[src/rtl/uart_rx_deframer.sv]
// UART receive deframer: 16x-oversampled start/data/parity/stop recovery,
// parity and framing checks, ready/ack handshake with sticky overrun.
module uart_rx_deframer #(
   parameter int unsigned DSIZE = 8,
   parameter int unsigned OSR   = 16
) (
   input  logic             clk,
   input  logic             reset_n,
   input  logic             sampleTick,
   input  logic             rxd,
   input  logic [3:0]       bitWidth,
   input  logic             parityEn,
   input  logic             parityOdd,
   input  logic             rxAck,
   output logic [DSIZE-1:0] dout,
   output logic             rxReady,
   output logic             parityErr,
   output logic             frameErr,
   output logic             overrun
);

   localparam int unsigned TW = $clog2(OSR);
   localparam logic [TW-1:0] HALF = TW'(OSR / 2 - 1);
   localparam logic [TW-1:0] FULL = TW'(OSR - 1);

   typedef enum logic [2:0] {IDLE, START, DATA, PARITY, STOP} state_t;

   state_t           state, state_nxt;
   logic [TW-1:0]    tcnt, tcnt_nxt;
   logic             rx_meta, rxs;
   logic [2:0]       bit_idx;
   logic [2:0]       last_idx;
   logic [DSIZE-1:0] shreg;
   logic             par_acc, par_bit;
   logic             go_data, sample_data, sample_par, complete;

   // Widths outside 5..8 fall back to 8 data bits.
   always_comb begin
      if (bitWidth >= 4'd5 && bitWidth <= 4'd8) last_idx = 3'(bitWidth - 4'd1);
      else                                      last_idx = 3'd7;
   end

   always_comb begin
      state_nxt   = state;
      tcnt_nxt    = tcnt;
      go_data     = 1'b0;
      sample_data = 1'b0;
      sample_par  = 1'b0;
      complete    = 1'b0;
      if (sampleTick) begin
         case (state)
            IDLE: begin
               if (!rxs) begin
                  state_nxt = START;
                  tcnt_nxt  = '0;
               end
            end
            START: begin
               if (tcnt == HALF) begin
                  tcnt_nxt  = '0;
                  go_data   = ~rxs;
                  state_nxt = rxs ? IDLE : DATA;
               end else begin
                  tcnt_nxt = tcnt + 1'b1;
               end
            end
            DATA: begin
               if (tcnt == FULL) begin
                  tcnt_nxt    = '0;
                  sample_data = 1'b1;
                  if (bit_idx == last_idx) state_nxt = parityEn ? PARITY : STOP;
               end else begin
                  tcnt_nxt = tcnt + 1'b1;
               end
            end
            PARITY: begin
               if (tcnt == FULL) begin
                  tcnt_nxt   = '0;
                  sample_par = 1'b1;
                  state_nxt  = STOP;
               end else begin
                  tcnt_nxt = tcnt + 1'b1;
               end
            end
            STOP: begin
               // Leave at mid-stop so an immediately following start bit is seen.
               if (tcnt == FULL) begin
                  tcnt_nxt  = '0;
                  complete  = 1'b1;
                  state_nxt = IDLE;
               end else begin
                  tcnt_nxt = tcnt + 1'b1;
               end
            end
            default: begin
               state_nxt = IDLE;
               tcnt_nxt  = '0;
            end
         endcase
      end
   end

   always_ff @(posedge clk or negedge reset_n) begin
      if (!reset_n) begin
         rx_meta   <= 1'b1;
         rxs       <= 1'b1;
         state     <= IDLE;
         tcnt      <= '0;
         bit_idx   <= '0;
         shreg     <= '0;
         par_acc   <= 1'b0;
         par_bit   <= 1'b0;
         dout      <= '0;
         rxReady   <= 1'b0;
         parityErr <= 1'b0;
         frameErr  <= 1'b0;
         overrun   <= 1'b0;
      end else begin
         rx_meta <= rxd;
         rxs     <= rx_meta;
         state   <= state_nxt;
         tcnt    <= tcnt_nxt;
         if (go_data) begin
            bit_idx <= '0;
            shreg   <= '0;
            par_acc <= 1'b0;
         end
         if (sample_data) begin
            shreg[bit_idx] <= rxs;
            par_acc        <= par_acc ^ rxs;
            bit_idx        <= bit_idx + 3'd1;
         end
         if (sample_par) par_bit <= rxs;
         // Completion wins over a same-cycle ack; the ack then only cancels overrun.
         if (complete) begin
            dout      <= shreg;
            parityErr <= parityEn & (par_acc ^ par_bit ^ parityOdd);
            frameErr  <= ~rxs;
            rxReady   <= 1'b1;
            overrun   <= rxReady & ~rxAck;
         end else if (rxAck && rxReady) begin
            rxReady <= 1'b0;
            overrun <= 1'b0;
         end
      end
   end

endmodule

[config.mk]
export PLATFORM = sky130hd
export DESIGN_NAME = uart_rx_deframer
export DESIGN_NICKNAME = d
export VERILOG_FILES = /design/src/rtl/uart_rx_deframer.sv
export SDC_FILE = /design/constraint.sdc
export NUM_CORES = 1
export LEC_CHECK = 0
export ABC_CLOCK_PERIOD_IN_PS = 2360
export CAP_MARGIN = 20
export CORE_MARGIN = 8
export CORE_UTILIZATION = 52
export CTS_BUF_LIST = sky130_fd_sc_hd__clkbuf_2
export CTS_CLUSTER_DIAMETER = 80
export DETAILED_ROUTE_END_ITERATION = 8
export MAX_ROUTING_LAYER = met4
export PLACE_DENSITY = 0.76
export RECOVER_POWER = 50
export SLEW_MARGIN = 20
export SYNTH_ARGS = -nofsm -noshare
export SYNTH_HDL_FRONTEND = slang
export SYNTH_SLANG_ARGS = --single-unit
[constraint.sdc]
create_clock -name clk -period 2.36 [get_ports clk]
set_input_delay 0.236 -clock clk [delete_from_list [all_inputs] [get_ports clk]]
set_output_delay 0.236 -clock clk [all_outputs]
set_load 0.005 [all_outputs]
# Word-level counts from Yosys, hierarchy flattened

Index checks and enable logic that the tools add are counted.
Widths: inputs -> output; s select.

Output and inout bits: 12
Bits of input ports: 11
Register bits: 34
Word-level logic and storage cells: 85

Magnitude comparators: 4
Reductions and logical operators: 9
Equal/unequal tests: 13
Bitwise gates (word level): 7
Mux-type cells: 36
$add $sub $neg: 3

Operators with widths:

| operator            | count |
|---|---|
| $mux 3              | 10 |
| $mux 1              | 16 |
| $mux 8              | 2 |
| $pmux 3 s5          | 1 |
| $mux 4              | 3 |
| $ne 2x2->1 const B  | 6 |
| $pmux 4 s3          | 1 |
| $bwmux 8            | 1 |
| $reduce_and 7->1    | 1 |
| $eq 3x2->1 const B  | 2 |
| $add 4x1->4 const B | 1 |
| $eq 4x3->1 const B  | 1 |
| $eq 4x4->1 const B  | 1 |
| $ge 4x3->1 const B  | 1 |
| $le 4x4->1 const B  | 1 |
| $lt 3x4->1 const B  | 1 |
| $reduce_bool 2->1   | 2 |
| $add 3x1->3 const B | 1 |
| $demux 1 s3         | 1 |
| $eq 3x1->1 const B  | 1 |
| $eq 3x3->1          | 1 |
| $eq 3x3->1 const B  | 1 |
| $ge 3x1->1 const B  | 1 |
| $logic_and 1x1->1   | 3 |
| 8 further kinds     | 12 |

# Longest topological paths before layout

Depth in word-level cells: 7
Depth in mapped cells: 7
Mapped depth without buffers: 7

# Worst setup path before layout

No wires, ideal clock.

Kind: register -> register
Start point: register tcnt[0]
End point: register dout[0]
Arrival: 1.772 ns
Stages on the path, launching flop included: 7
Period minus slack after synthesis: 1.897 ns
Data required time: 2.235 ns
Path slack: 0.463 ns
Cells stage by stage: dfrtp_1 -> ha_1 -> nand4_2 -> or4b_1 -> buf_2 -> buf_6 -> mux2_4

Word-level cells in the longest chain between the ends: 4

RTL lines:

| item                     | RTL line | source |
|---|---|---|
| start: declaration       | 29       | `logic [TW-1:0] tcnt, tcnt_nxt;` |
| start signal: assignment | 122      | `tcnt <= tcnt_nxt;` |
| $eq 4x4->1               | 87       | `if (tcnt == FULL) begin` |
| $mux 1                   | 87       |  |
| $mux 1                   | 51       | `case (state)` |
| $mux 1                   | 50       | `if (sampleTick) begin` |
| end signal: assignment   | 136      | `dout <= shreg;` |
| end: declaration         | 15       | `output logic [DSIZE-1:0] dout,` |

No other way between the ends.
A chain may end at the register's enable or synchronous reset.

# Worst setup path after layout

Start point: register state[0]
End point: register state[1]

Word-level cells in the longest chain between the ends: 3
Elaborated cells on any way between the ends: 13
Classes of those cells: eq/ne (10); mux (1); reduce/logical (2)

RTL lines:

| item                               | RTL line | source |
|---|---|---|
| start: declaration                 | 28       | `state_t state, state_nxt;` |
| start signal: assignment           | 121      | `state <= state_nxt;` |
| $eq 3x2->1 (tied with other cells) | 51       |  |
| $ne 2x2->1 (no source line)        | --       |  |
| $reduce_and 7->1 (no source line)  | --       |  |

Several ways; a longest one is shown, not always the timed one.

==> run_results.csv <==
group,metric,value,unit
layout,drive_gt1_share,13.0,%
synth,syn_avg_cell_area,10.7,um^2
floorplan,initial_core_util,53.9,%
critical_path,crit_chain,"or4_1, a21boi_0, a31o_2, nand4_1, o31a_1",
pwr,p_comb_share,22.9,%
critical_path,worst-path-max-fanout,13,
synth,netlist_top_cells_area,"dfrtp_1, mux2i_1, nand2_1",
synth,ys_seq_area_share,47.8,%
cts,worstSkewPairLatency,0.38,ns
routing,vias,1368,
timing,rsz0062_at_grt,"false",
timing,maxSlewViolCount,35,
grt,grt_usage,14.8,%
synth,yosysUniqueCellTypes,44,
placement,port_buffers,22,
timing,timing.hold.ws,0.369,ns
timing,fin_setup_tns,0,ns
critical_path,cp.required,2.64,ns
layout,final_common_cell,"dfrtp_1",
layout,ff_latch_area,853,um^2
grt,grt-ovfl-total,0,
synth,yosysTopAreaCell,"dfrtp_1",
layout,fin_nets,207,
synth,synth_warnings,0,
synth,yosys_most_used_dff,"dfrtp_1",
min_path,min_path_type,"flop to flop",
cts,postCtsHoldBufs,0,
pwr,p_sw_share,33.3,%
synth,syn_area,1790,um^2
critical_path,start_kind,"flop",
cts,cts.sinks,34,
layout,diodes,0,
synth,syn_inst,167,
timing,fin_crit_sh,85.0,%
cts,cts_tree,"built",
run_status,violations,"max-capacitance violations, max-slew violations",
critical_path,critPathSlowestCell,"or4_1",
floorplan,die_x,74.6,um
cts,cts-root-buf,"clkbuf_2",
timing,finalCriticalPeriod,2.01,ns
cts,path_clk_slew,0.16,ns
pwr,p_sw,0.422,mW
routing,drc,0,
pwr,leakagePower,0.979,nW
grt,antenna_found_initial,0,
pwr,pwr-share-clk,20.5,%
layout,multiInputGateArea,865,um^2
cts,clk_path_buf_depth,2,
timing,setup_violations,0,
cts,numCtsBuffers,5,
placement,finalWeightedCongestion,0.823,
timing,fmax,498,MHz
pwr,vdd_ir_drop_max,0.411,mV
floorplan,rows,21,
flow_run,max-cap-violations,1,
pwr,power_density,607,nW/um^2
routing,drt-wirelength-per-cell,14.7,um
cts,cts_setup_buffers,0,
grt,grt_pass1_vias,1348,
synth,syn_nets,182,
floorplan,io_pins,23,
timing,fin_skew,0.00979,ns
timing,finalHoldViolCount,0,
synth,synth_edf_count,0,
synth,synth_top_area_share,44.8,%
critical_path,path_class,"flop to flop",
pwr,p_int,0.845,mW
layout,syn_to_final_growth,16.8,%
cts,ctsResizeCount,0,
critical_path,crit_arrival,2.28,ns
critical_path,slowest_delay,0.54,ns
pwr,seqPwrFrac,56.6,%
layout,final_cell_mix,"dfrtp_1, nand2_1, clkdlybuf4s50_1, o21ai_0, mux2i_1",
grt,grt_pass1_wl,5990,um
routing,drt_iter0_drc,51,
run_status,status,"finished with violations",
routing,drt_wl_total,3520,um
grt,grt_start_max_net_pins,35,
cts,cts_max_level,2,
timing,slew_headroom,-17.1,%
routing,viasPerCell,5.72,
routing,dr.pass1.iters,4,
placement,hpwl,2630,um
floorplan,core_area,3310,um^2
timing,tightest_slew,1.76,ns
layout,fillers,294,
critical_path,end_kind,"flop",
routing,postRouteAntennaNets,0,
floorplan,die_h,74.6,um
floorplan,die_area,5560,um^2
synth,synthArstFlopShare,100,%
synth,synth-seq-cells,34,
flip-flops by register name, summed over array words and instances (netlist names), 3 cells and up:
name	cells
tcnt	4
shreg	8
state	3
bit_idx	3
dout	8
worst paths after layout:
kind | start | end | slack [ns] | depth (start not counted)
max reg2reg | state[0]$_DFFE_PN0P_ | state[1]$_DFFE_PN0P_ | 0.35 | 5
max | state[0]$_DFFE_PN0P_ | state[1]$_DFFE_PN0P_ | 0.35 | 5
min in group asynchronous | reset_n | shreg[7]$_DFF_PN0_ | 0.84 | 2
min | rx_meta$_DFF_PN1_ | rxs$_DFF_PN1_ | 0.37 | 0
max in group asynchronous | reset_n | state[0]$_DFFE_PN0P_ | 0.52 | 2
min reg2reg | rx_meta$_DFF_PN1_ | rxs$_DFF_PN1_ | 0.37 | 0
routing by layer:
| metal | track usage (%) | part of all wire (%) | vias up |
|---|---|---|---|
| met5 | - | 0 | - |
| met4 | 7.17 | 1.8 | 0 |
| met3 | 4.72 | 4.4 | 6 |
| met2 | 23.9 | 48 | 33 |
| met1 | 16.0 | 46 | 673 |
| li1 | - | - | 656 |
per-stage QoR:
| step | setup slack, ns | total power [mW] | util (%) | cell area [um^2] | cells |
|---|---|---|---|---|---|
| 5_1_grt | 0.156 | 1.36 | 63.0 | 2090 | 239 |
| 4_1_cts | 0.356 | 1.29 | 63.2 | 2090 | 239 |
| 2_1_floorplan | 0.463 | 0.940 | - | 1790 | 167 |
| 3_5_place_dp | 0.116 | 1.02 | 62.0 | 2050 | 231 |
| 3_3_place_gp | 0.238 | 0.996 | 62.0 | 2050 | 231 |
| 6_report | 0.354 | 1.27 | 63.0 | 2090 | 239 |
synth_stat cells, types with 2 or more instances:
cell	instances
o21ai_0	12
a21o_1	2
nor2_1	7
nand4b_1	6
nand3_1	4
nand4_1	3
or3_1	2
a22o_1	3
a21oi_1	3
dfstp_2	2
inv_1	5
mux2_4	4
o311ai_0	2
mux2i_1	9
nor2b_1	2
ha_1	4
buf_2	3
nand3b_1	3
dfrtp_1	32
nand2_1	18
o31ai_1	2
mux2_2	6
clkbuf_1	4
nand2b_1	5
a31o_2	2
xnor2_1	4
area by class of cell:
class	instances	area share [%]
Clock inverter	3	0.780
Inverter	6	1.08
Timing Repair Buffer	26	11.8
Sequential cell	34	40.9
Tap cell	46	2.76
Clock buffer	5	1.20
Multi-Input combinational cell	119	41.5
kinds of logic after synthesis:
logic type,count (synthesis),share of synthesized area (%)
and+or+nand+nor,59,19.1
DFF,34,47.8
AOI/OAI and AO/OA,33,12.5
muxes,19,12.2
buffers and inverters,14,3.57
xor gates and xnor gates,4,1.96
adders and majority gates,4,2.80
power by group through the flow:
stage,Combinational (mW),Clock [mW],Sequential [mW]
final,0.289,0.260,0.717
after global routing,0.321,0.315,0.727
after CTS,0.296,0.278,0.716
after detailed placement,0.297,0,0.725
after global placement,0.275,0,0.721
after floorplan,0.256,0,0.683
worst max-delay path, delay by kind of cell, from the launching register on:
family	cells	cell delay, ns
compound gates	3	0.74
flops	1	0.52
simple gates	2	0.66
Note: power is estimated with default switching activity, not from simulation.
